File: src/rtl/mips_multicycle_ctrl.sv
// mips_multicycle_ctrl: main control FSM for the multicycle MIPS datapath.
// It sequences the shared memory, the IR, the register file and the ALU over
// 3-5 cycles per instruction.
// Optional feature macro: MULTICYCLE_CTRL_MEM_READY_EN. When it is defined,
// FETCH, MEMRD and MEMWR wait for mem_ready_i. When it is undefined,
// mem_ready_i is ignored.
module mips_multicycle_ctrl #(
    parameter logic [3:0] RESET_STATE = 4'd0,
    parameter int         OPC_W       = 6
) (
    input  logic             clk_i,
    input  logic             rst_i,
    input  logic [OPC_W-1:0] opcode_i,
    input  logic             zero_i,
    input  logic             mem_ready_i,
    output logic             iord_o,
    output logic             mem_write_o,
    output logic             ir_write_o,
    output logic             reg_dst_o,
    output logic             mem_to_reg_o,
    output logic             reg_write_o,
    output logic             alu_src_a_o,
    output logic [1:0]       alu_src_b_o,
    output logic [1:0]       alu_op_o,
    output logic [1:0]       pc_src_o,
    output logic             pc_en_o,
    output logic [3:0]       state_o,
    output logic             illegal_o
);

    typedef enum logic [3:0] {
        S_FETCH  = 4'd0,
        S_DECODE = 4'd1,
        S_MEMADR = 4'd2,
        S_MEMRD  = 4'd3,
        S_MEMWB  = 4'd4,
        S_MEMWR  = 4'd5,
        S_EXEC   = 4'd6,
        S_ALUWB  = 4'd7,
        S_BEQ    = 4'd8,
        S_ADDIEX = 4'd9,
        S_ADDIWB = 4'd10,
        S_JUMP   = 4'd11
    } state_t;

    // Control word held in registers. pc_write and branch are internal terms;
    // they are combined with zero_i to form pc_en_o.
    typedef struct packed {
        logic       iord;
        logic       mem_write;
        logic       ir_write;
        logic       reg_dst;
        logic       mem_to_reg;
        logic       reg_write;
        logic       alu_src_a;
        logic [1:0] alu_src_b;
        logic [1:0] alu_op;
        logic [1:0] pc_src;
        logic       pc_write;
        logic       branch;
    } ctrl_t;

    localparam logic [OPC_W-1:0] OP_R    = OPC_W'(6'b000000);
    localparam logic [OPC_W-1:0] OP_LW   = OPC_W'(6'b100011);
    localparam logic [OPC_W-1:0] OP_SW   = OPC_W'(6'b101011);
    localparam logic [OPC_W-1:0] OP_BEQ  = OPC_W'(6'b000100);
    localparam logic [OPC_W-1:0] OP_ADDI = OPC_W'(6'b001000);
    localparam logic [OPC_W-1:0] OP_J    = OPC_W'(6'b000010);

    state_t state_q, state_d;
    ctrl_t  ctrl_q;
    ctrl_t  ctrl_out;
    logic   mem_ok;
    logic   pc_gate;
    logic   opc_legal;

`ifdef MULTICYCLE_CTRL_MEM_READY_EN
    // Memory states advance only when memory accepts. In FETCH, the PC
    // update waits for the same handshake.
    assign mem_ok  = mem_ready_i;
    assign pc_gate = (state_q != S_FETCH) | mem_ready_i;
`else
    logic unused_mem_ready;
    assign unused_mem_ready = mem_ready_i;
    assign mem_ok  = 1'b1;
    assign pc_gate = 1'b1;
`endif

    assign opc_legal = (opcode_i == OP_R)   | (opcode_i == OP_LW)   |
                       (opcode_i == OP_SW)  | (opcode_i == OP_BEQ)  |
                       (opcode_i == OP_ADDI)| (opcode_i == OP_J);

    // Moore decode: this function gives the control word for one state.
    function automatic ctrl_t decode(input state_t s);
        ctrl_t c;
        c = '0;
        case (s)
            S_FETCH:  begin c.ir_write = 1'b1; c.alu_src_b = 2'b01; c.pc_write = 1'b1; end
            S_DECODE: begin c.alu_src_b = 2'b11; end
            S_MEMADR: begin c.alu_src_a = 1'b1; c.alu_src_b = 2'b10; end
            S_MEMRD:  begin c.iord = 1'b1; end
            S_MEMWB:  begin c.mem_to_reg = 1'b1; c.reg_write = 1'b1; end
            S_MEMWR:  begin c.iord = 1'b1; c.mem_write = 1'b1; end
            S_EXEC:   begin c.alu_src_a = 1'b1; c.alu_op = 2'b10; end
            S_ALUWB:  begin c.reg_dst = 1'b1; c.reg_write = 1'b1; end
            S_BEQ:    begin c.alu_src_a = 1'b1; c.alu_op = 2'b01; c.pc_src = 2'b01; c.branch = 1'b1; end
            S_ADDIEX: begin c.alu_src_a = 1'b1; c.alu_src_b = 2'b10; end
            S_ADDIWB: begin c.reg_write = 1'b1; end
            S_JUMP:   begin c.pc_src = 2'b10; c.pc_write = 1'b1; end
            default:  c = '0;
        endcase
        return c;
    endfunction

    // Next-state selection. The opcode is used only in DECODE and MEMADR.
    always_comb begin
        state_d = S_FETCH;
        case (state_q)
            S_FETCH:  state_d = mem_ok ? S_DECODE : S_FETCH;
            S_DECODE: begin
                if ((opcode_i == OP_LW) || (opcode_i == OP_SW)) state_d = S_MEMADR;
                else if (opcode_i == OP_R)    state_d = S_EXEC;
                else if (opcode_i == OP_BEQ)  state_d = S_BEQ;
                else if (opcode_i == OP_ADDI) state_d = S_ADDIEX;
                else if (opcode_i == OP_J)    state_d = S_JUMP;
                else                          state_d = S_FETCH;
            end
            S_MEMADR: state_d = (opcode_i == OP_SW) ? S_MEMWR : S_MEMRD;
            S_MEMRD:  state_d = mem_ok ? S_MEMWB : S_MEMRD;
            S_MEMWB:  state_d = S_FETCH;
            S_MEMWR:  state_d = mem_ok ? S_FETCH : S_MEMWR;
            S_EXEC:   state_d = S_ALUWB;
            S_ALUWB:  state_d = S_FETCH;
            S_BEQ:    state_d = S_FETCH;
            S_ADDIEX: state_d = S_ADDIWB;
            S_ADDIWB: state_d = S_FETCH;
            S_JUMP:   state_d = S_FETCH;
            default:  state_d = S_FETCH;
        endcase
    end

    // State register. The control word is registered from the next state, so
    // each output appears in the same cycle as the state it belongs to.
    always_ff @(posedge clk_i or posedge rst_i) begin
        if (rst_i) begin
            state_q <= state_t'(RESET_STATE);
            ctrl_q  <= decode(state_t'(RESET_STATE));
        end else begin
            state_q <= state_d;
            ctrl_q  <= decode(state_d);
        end
    end

    // While reset is high, every strobe is forced low. This also stops a
    // strobe at once when reset rises in the middle of an instruction.
    assign ctrl_out     = rst_i ? '0 : ctrl_q;

    assign iord_o       = ctrl_out.iord;
    assign mem_write_o  = ctrl_out.mem_write;
    assign ir_write_o   = ctrl_out.ir_write;
    assign reg_dst_o    = ctrl_out.reg_dst;
    assign mem_to_reg_o = ctrl_out.mem_to_reg;
    assign reg_write_o  = ctrl_out.reg_write;
    assign alu_src_a_o  = ctrl_out.alu_src_a;
    assign alu_src_b_o  = ctrl_out.alu_src_b;
    assign alu_op_o     = ctrl_out.alu_op;
    assign pc_src_o     = ctrl_out.pc_src;
    assign pc_en_o      = (ctrl_out.pc_write & pc_gate) | (ctrl_out.branch & zero_i);
    assign state_o      = state_q;
    assign illegal_o    = ~rst_i & (state_q == S_DECODE) & ~opc_legal;

endmodule

File: config.mk
export PLATFORM = sky130hd
export DESIGN_NAME = mips_multicycle_ctrl
export DESIGN_NICKNAME = d
export VERILOG_FILES = /design/src/rtl/mips_multicycle_ctrl.sv
export SDC_FILE = /design/constraint.sdc
export NUM_CORES = 1
export LEC_CHECK = 0
export BUFFER_PORTS_ARGS = -buffer_cell sky130_fd_sc_hd__buf_4
export CORE_UTILIZATION = 48
export CTS_CLUSTER_DIAMETER = 100
export DETAILED_ROUTE_END_ITERATION = 6
export GPL_TIMING_DRIVEN = 0
export PLACE_DENSITY = 0.79
export SLEW_MARGIN = 10
export SYNTH_ARGS = -nofsm -noshare
export SYNTH_HDL_FRONTEND = slang
export SYNTH_SLANG_ARGS = --single-unit
File: constraint.sdc
create_clock -name clk_i -period 2.7 [get_ports clk_i]
set_input_delay 0.81 -clock clk_i [delete_from_list [all_inputs] [get_ports clk_i]]
set_output_delay 0.81 -clock clk_i [all_outputs]
set_load 0.02 [all_outputs]
======== Yosys cells after proc, flatten, opt, wreduce, memory -nomap -nowiden ========
Index checks and enable logic that the tools add are counted.
word-level totals
  ROM bits ................................ 0
  input port bits ......................... 10
  output and inout bits ................... 19
  memories ................................ 0
  latch bits .............................. 0
  bits in writable memories ............... 0
  bits in registers ....................... 19
  word-level logic and storage cells ...... 74
cells by class
  $add $sub $neg .......................... 0
  muxes and demuxes ....................... 20
  reductions and logical operators ........ 9
  multiply operators ...................... 0
  divide/modulo/power cells ............... 0
  equality and inequality tests ........... 21
  bitwise logic cells ..................... 11
  magnitude comparators ................... 0
  shift operators ......................... 0
operators with widths
  kind                  number
  $pmux W4 S6           1
  $eq A4 B3 Y1 const B  5
  $eq A4 B4 Y1 const B  5
  $mux W4               5
  $eq A4 B2 Y1 const B  4
  $mux W15              1
  $eq A6 B6 Y1 const B  2
  $mux W1               9
  $eq A4 B1 Y1 const B  2
  $logic_not A4 Y1      2
  $pmux W2 S2           2
  $eq A6 B2 Y1 const B  1
  $eq A6 B3 Y1 const B  1
  $eq A6 B4 Y1 const B  1
  $logic_not A6 Y1      1
  $or A1 B1 Y1          6
  $pmux W2 S3           1
  $reduce_or A2 Y1      3
  $reduce_or A4 Y1      1
  $and A1 B1 Y1         3
  $mux W3               1
  $reduce_or A3 Y1      1
  $not A1 Y1            2
  $logic_or A1 B1 Y1    1

======== Longest topological paths before layout ========
Gate-level depths: netlist of the first run.
  word-level depth ........................ 10
  depth in mapped cells ................... 6

======== Worst setup path after synthesis of the first run ========
Ideal clock, no wire load.
  path type ............................... in2out
  from .................................... in opcode_i[3]
  to ...................................... out illegal_o
  data required time ...................... 1.890 ns
  slack ................................... -0.232 ns
  data arrival time ....................... 2.122 ns
  stages .................................. 4
  buffers on the path ..................... 1
  path through ............................ clkbuf_1 xor2_1 o211a_1 nor4_1
on the way
  word-level cells in the longest chain between the ends .. 8
  elaborated cells between the ends (all ways) .. 13
RTL lines
  element                                                  line  text
  start: declaration                                       13    input logic [OPC_W-1:0] opcode_i,
  $eq A6 B6 Y1 / $logic_not A6 Y1 (equally long branches)  89    assign opc_legal = (opcode_i == OP_R) | (opcode_i == OP_LW) |
  $or A1 B1 Y1 (2 in a row)                                89
  $or A1 B1 Y1 (2 in a row)                                90    (opcode_i == OP_SW) | (opcode_i == OP_BEQ) |
  $or A1 B1 Y1 *                                           91    (opcode_i == OP_ADDI)| (opcode_i == OP_J);
  $not A1 Y1 *                                             170   assign illegal_o = ~rst_i & (state_q == S_DECODE) & ~opc_legal;
  $and A1 B1 Y1 *                                          170
  end: declaration                                         28    output logic illegal_o
Every way passes the cells marked *; elsewhere a longest branch is shown, timed or not.

======== Worst setup path in the final report of the first run ========
Same ends and word-level chain as after synthesis.

==> flow_summary.json, run 1 <==
{
  "max-slew-margin-rel": 0.568,
  "place_ws_ns": -0.136,
  "drive_above_1_share": 0.352,
  "syn-cell-area_sq_um": 895,
  "fin_crit_sh": 0.980,
  "async_flop_share": 1.00,
  "syn_inst": 91,
  "synth_edf_count": 0,
  "end_kind": "primary output",
  "nNetsFinal": 133,
  "timing.rr.start": "state_o[3]",
  "port_buffers": 26,
  "hold_start": "state_o[2]",
  "cts_buffer_depth": 2,
  "gp_congestion": 0.888,
  "drt-total-wl_mm": 1.92,
  "min_period_ns": 2.65,
  "whs_path_depth": 2,
  "hold_end": "ctrl_q[10]",
  "antenna_found_initial": 0,
  "ys_types": 37,
  "status": "complete, no violations",
  "dieArea_sq_um": 2040,
  "vias_per_cell": 5.60,
  "rrSetupSlack_ns": 0.71,
  "start_kind": "input port",
  "clock_latency_ns": 0.28,
  "final_cell_mix": "buf_4 (28), nor2b_1 (14), dfrtp_1 (13), nor2_1 (7), inv_1 (6)",
  "seqCellArea_sq_um": 430,
  "cts_tree": "built",
  "grt_max_degree": 18,
  "grt_first_pass_wirelength_mm": 2.84,
  "regToRegEndpoint": "ctrl_q[2]",
  "cp.required_ns": 1.89,
  "core_sq_um": 1750,
  "final_common_cell": "buf_4",
  "start_util": 0.513,
  "cts_buffers": 3,
  "synth_fp_nets": 101,
  "hold_viol": 0,
  "drc": 0,
  "wire_per_inst_microns": 13.0,
  "ys_seq_area_frac": 0.480,
  "routed-via-count": 823,
  "rr_worst_depth": 4,
  "syn2layout_area_growth_pct": 32.3,
  "setup_viol": 0,
  "n_fill_cell": 155,
  "final_cells": 147,
  "dp_cells": 142,
  "diodes": 0,
  "grt_use_total": 0.202,
  "critPathArrivalTime_ns": 1.84,
  "fin_util": 0.678,
  "worst_pin_slew_ns": 0.646,
  "max_cap_viol_count": 0,
  "antenna_left": 0,
  "clkSinkCount": 17,
  "gr-total-overflow": 0,
  "multi_input_area_sq_um": 433,
  "max_freq_mhz": 378,
  "cts-htree-levels": 1,
  "first_pass_iters": 4,
  "skew_ns": 0.00126,
  "cts_hold_buf": 0,
  "path_class": "input port to primary output",
  "cts_root_buf": "clkbuf_4",
  "synth_area_per_cell_sq_um": 9.83,
  "die_w_microns": 45.2,
  "io_pins": 29,
  "ys_ff_latch": 17,
  "fin_setup_tns_ns": 0,
  "min_path_type": "flop to flop",
  "die_y_microns": 45.2,
  "synth_ff_type": "dfrtp_1",
  "grt_pass1_vias": 659,
  "leakage_uw": 0.000590,
  "ys_warn_count": 0,
  "critPathMaxFanout": 9,
  "rows": 15,
  "drtIter0Drc": 41,
  "timing.final.ws_setup_ns": 0.0527,
  "power.density_nw_per_um2": 805,
  "ir_worst_vdd_mv": 0.595,
  "slew_violations": 0,
  "clkTransAtPathRegs_ns": 0.09,
  "hpwl_mm": 1.36
}
==> repair_timing <==
item	CTS	global route
pin swaps	1	3
resized for setup	2	3
setup endpoints to repair	1	1
setup buffers	1	0
==> critical path, cell delays in order <==
cell and delay (ns):
clkbuf_4 0.16, nor4_2 0.36, o21a_1 0.28, nor4_4 0.05, buf_4 0.18
==> routing by layer <==
metal / GRT usage / vias up / wire length, microns
met5: 0 / - / 0
met3: 0.0480 / 9 / 118
met2: 0.322 / 40 / 911
met4: 0.109 / 0 / 51
li1: - / 387 / -
met1: 0.251 / 387 / 837
==> sequential cells by signal (all words and copies together), names as in the netlist <==
register	count
ctrl_q	13
state_o	4
==> worst max-delay path by stage <==
stage / start / end
3_5_place_dp: opcode_i[3] / illegal_o
4_1_cts: opcode_i[3] / illegal_o
5_1_grt: opcode_i[3] / illegal_o
2_1_floorplan: opcode_i[3] / illegal_o
6_report: opcode_i[3] / illegal_o
3_3_place_gp: opcode_i[3] / illegal_o
==> cell usage after synthesis, types with 2 or more instances <==
library cell | instances | share of area
nor3_1 | 5 | 0.028
nand2b_1 | 2 | 0.014
dfstp_2 | 3 | 0.088
nor2b_1 | 14 | 0.098
o31ai_1 | 2 | 0.017
inv_1 | 6 | 0.025
o211a_1 | 2 | 0.022
nor3b_1 | 2 | 0.017
nor4_1 | 4 | 0.028
dfrtp_1 | 14 | 0.39
clkbuf_1 | 2 | 0.0084
a21oi_1 | 3 | 0.017
nor2_1 | 7 | 0.029
nand2_1 | 2 | 0.0084
==> cells by family (layout without fill, tap and decap cells) <==
family / after synthesis / count (layout) / synth area share
buf+inv: 11 / 42 / 0.0601
flops: 17 / 17 / 0.480
xor+xnor: 1 / 1 / 0.00979
simple gates: 45 / 45 / 0.306
compound gates: 17 / 17 / 0.144
==> stage by stage <==
| stage | power (uW) | hold slack (ns) | instance area [sq um] |
|---|---|---|---|
| global route | 1010 | 0.637 | 1180 |
| finish | 953 | 0.591 | 1180 |
| floorplan | 667 | 0.687 | 910 |
| global placement | 802 | 0.572 | 1140 |
| detailed placement | 813 | 0.579 | 1140 |
| CTS | 944 | 0.591 | 1170 |
==> area by class of cell <==
class                   instances  share of cell area
repair buffers                 27               0.171
well taps                      25              0.0264
clock buffers                   4              0.0222
multi-input cells              63               0.366
flip-flops and latches         17               0.364
plain buffers                   5              0.0317
inverters                       6              0.0190
==> report_power, final <==
part | switching, uW | internal [uW]
clock | 72.1 | 57.5
combinational | 265 | 200
sequential | 26.2 | 332
No activity file was read; power rests on OpenSTA's default activity.
==> run 2: changes to the inputs <==
--- a/config.mk
+++ b/config.mk
@@ -6,11 +6,11 @@
 export NUM_CORES = 1
 export LEC_CHECK = 0
 export BUFFER_PORTS_ARGS = -buffer_cell sky130_fd_sc_hd__buf_4
-export CORE_UTILIZATION = 48
+export CORE_UTILIZATION = 40
 export CTS_CLUSTER_DIAMETER = 100
 export DETAILED_ROUTE_END_ITERATION = 6
 export GPL_TIMING_DRIVEN = 0
-export PLACE_DENSITY = 0.79
+export PLACE_DENSITY = 0.68
 export SLEW_MARGIN = 10
 export SYNTH_ARGS = -nofsm -noshare
 export SYNTH_HDL_FRONTEND = slang
==> flow_summary.json, run 2 (synthesis gave the netlist of run 1 again) <==
{
  "status": "complete, no violations",
  "p_switching_uw": 370,
  "clock_latency_ns": 0.28,
  "min_period_ns": 2.61,
  "power_uw": 986,
  "cpPeakStageDelay_ns": 0.26,
  "ir_worst_vdd_mv": 0.583,
  "critical_path_buf_inv_count": 2,
  "wire_per_inst_microns": 12.8,
  "dieArea_sq_um": 2430,
  "grt_use_total": 0.182,
  "final_cell_mix": "buf_4 (35), nor2b_1 (14), dfrtp_1 (13), nor2_1 (7), inv_1 (6)",
  "timing.final.ws_setup_ns": 0.0923,
  "final_common_cell": "buf_4",
  "port_buffers": 26,
  "path_class": "input port to primary output",
  "max-slew-margin-rel": 0.574,
  "routed-via-count": 811,
  "max_cap_viol_count": 0,
  "critical_path.top_delay_family": "buffers and inverters",
  "min_path_type": "flop to flop",
  "drtIter0Drc": 16,
  "comb_power_share": 0.507,
  "worstPathCellList": "buf_4 -> xor2_2 -> o211a_1 -> nor4_4 -> buf_4",
  "grt_pass1_vias": 748,
  "cts_buffer_depth": 2,
  "regMostFlops": "ctrl_q",
  "core_sq_um": 2020,
  "critPathArrivalTime_ns": 1.80,
  "path_common_cell": "buf_4",
  "grt_max_degree": 18,
  "leakage_uw": 0.000618,
  "clkTransAtPathRegs_ns": 0.09,
  "place_ws_ns": -0.123,
  "critPathMaxFanout": 9,
  "io_pins": 29,
  "vias_per_cell": 5.27,
  "clock_power_share": 0.131,
  "fin_setup_tns_ns": 0,
  "die_w_microns": 49.3,
  "drc": 0,
  "cts-htree-levels": 1,
  "rows": 16,
  "max_freq_mhz": 383,
  "worst_pin_slew_ns": 0.638,
  "power_frac_seq": 0.362,
  "grt_first_pass_wirelength_mm": 3.30,
  "antenna_left": 0,
  "rsz0062_at_grt": "no",
  "swShare": 0.375,
  "start_kind": "input port",
  "fin_crit_sh": 0.966,
  "cts_root_buf": "clkbuf_4",
  "skew_ns": 0.000344,
  "drt-total-wl_mm": 1.98,
  "slew_violations": 0,
  "power.internal_uw": 616,
  "antenna_found_initial": 0,
  "start_util": 0.442,
  "nNetsFinal": 138,
  "largest_reg_flops": 13,
  "power.density_nw_per_um2": 801,
  "crit_slowest_cell": "o211a_1",
  "gp_congestion": 0.850,
  "cts_tree": "built",
  "first_pass_iters": 6,
  "cts_buffers": 3,
  "die_y_microns": 49.3,
  "cp.required_ns": 1.89,
  "setup_viol": 0,
  "diodes": 0,
  "end_kind": "primary output",
  "syn2layout_area_growth_pct": 37.6,
  "hpwl_mm": 1.44,
  "clkSinkCount": 17,
  "drive_above_1_share": 0.386,
  "multi_input_area_sq_um": 440,
  "gr-total-overflow": 0,
  "hold_viol": 0,
  "n_fill_cell": 178,
  "seqCellArea_sq_um": 430
}
==> run 2: cell count changes in the layout (fill, tap and decap cells not counted) <==
cell and change:
buf_4 +7, clkbuf_4 -2, xor2_1 -1, xor2_2 +1
==> run 2: path summary, 6_finish.rpt <==
| path | from | to | slack (ns) | cells past startpoint |
|---|---|---|---|---|
| max in group asynchronous | rst_i | state_o[3] | 1.36 | 3 |
| min in group asynchronous | rst_i | ctrl_q[14] | 0.93 | 3 |
| setup / recovery | opcode_i[3] | illegal_o | 0.09 | 5 |
| setup reg to reg | state_o[2] | ctrl_q[2] | 0.60 | 6 |
| hold reg to reg | state_o[0] | ctrl_q[11] | 0.60 | 2 |
| hold / removal | state_o[0] | ctrl_q[11] | 0.60 | 2 |
==> run 2: power groups by stage <==
stage | clock network [uW] | logic (uW) | registers, uW
after floorplan | 0 | 286 | 381
after global placement | 0 | 445 | 361
after detailed placement | 0 | 452 | 364
after CTS | 135 | 455 | 358
after global routing | 147 | 539 | 364
final | 129 | 500 | 357
==> run 2: final cells by class <==
cell class	instances	area share
Clock buffer	4	0.0213
Multi-Input combinational cell	63	0.358
Timing Repair Buffer	32	0.195
Sequential cell	17	0.350
Buffer	5	0.0305
Inverter	6	0.0183
Tap cell	27	0.0274
==> run 2: worst min-delay path, cell delays in order (launching register included) <==
cell,delay (ns)
dfrtp_1,0.35
buf_4,0.16
nor3b_1,0.06
==> run 2: metal layers <==
metal | GRT usage | vias to the layer above | share of wire
met5 | 0 | - | 0
met4 | 0.0882 | 0 | 0.0081
met3 | 0.0280 | 2 | 0.049
met2 | 0.292 | 38 | 0.49
met1 | 0.238 | 377 | 0.45
li1 | - | 394 | -
==> run 2: timing repair <==
item | in CTS | in global routing
gates resized for setup | 2 | 6
setup endpoints to repair | 1 | 1
hold buffers | 0 | 0
pin swaps | 1 | 3
buffers inserted | 1 | 5
==> run 2: metrics by stage <==
stage | instances | area (sq um) | hold slack, ns | utilization
floorplan | 91 | 910 | 0.687 | -
finish | 154 | 1230 | 0.605 | 0.609
CTS | 149 | 1180 | 0.597 | 0.582
global placement | 144 | 1140 | 0.574 | 0.563
global route | 154 | 1230 | 0.644 | 0.609
detailed placement | 144 | 1140 | 0.580 | 0.563
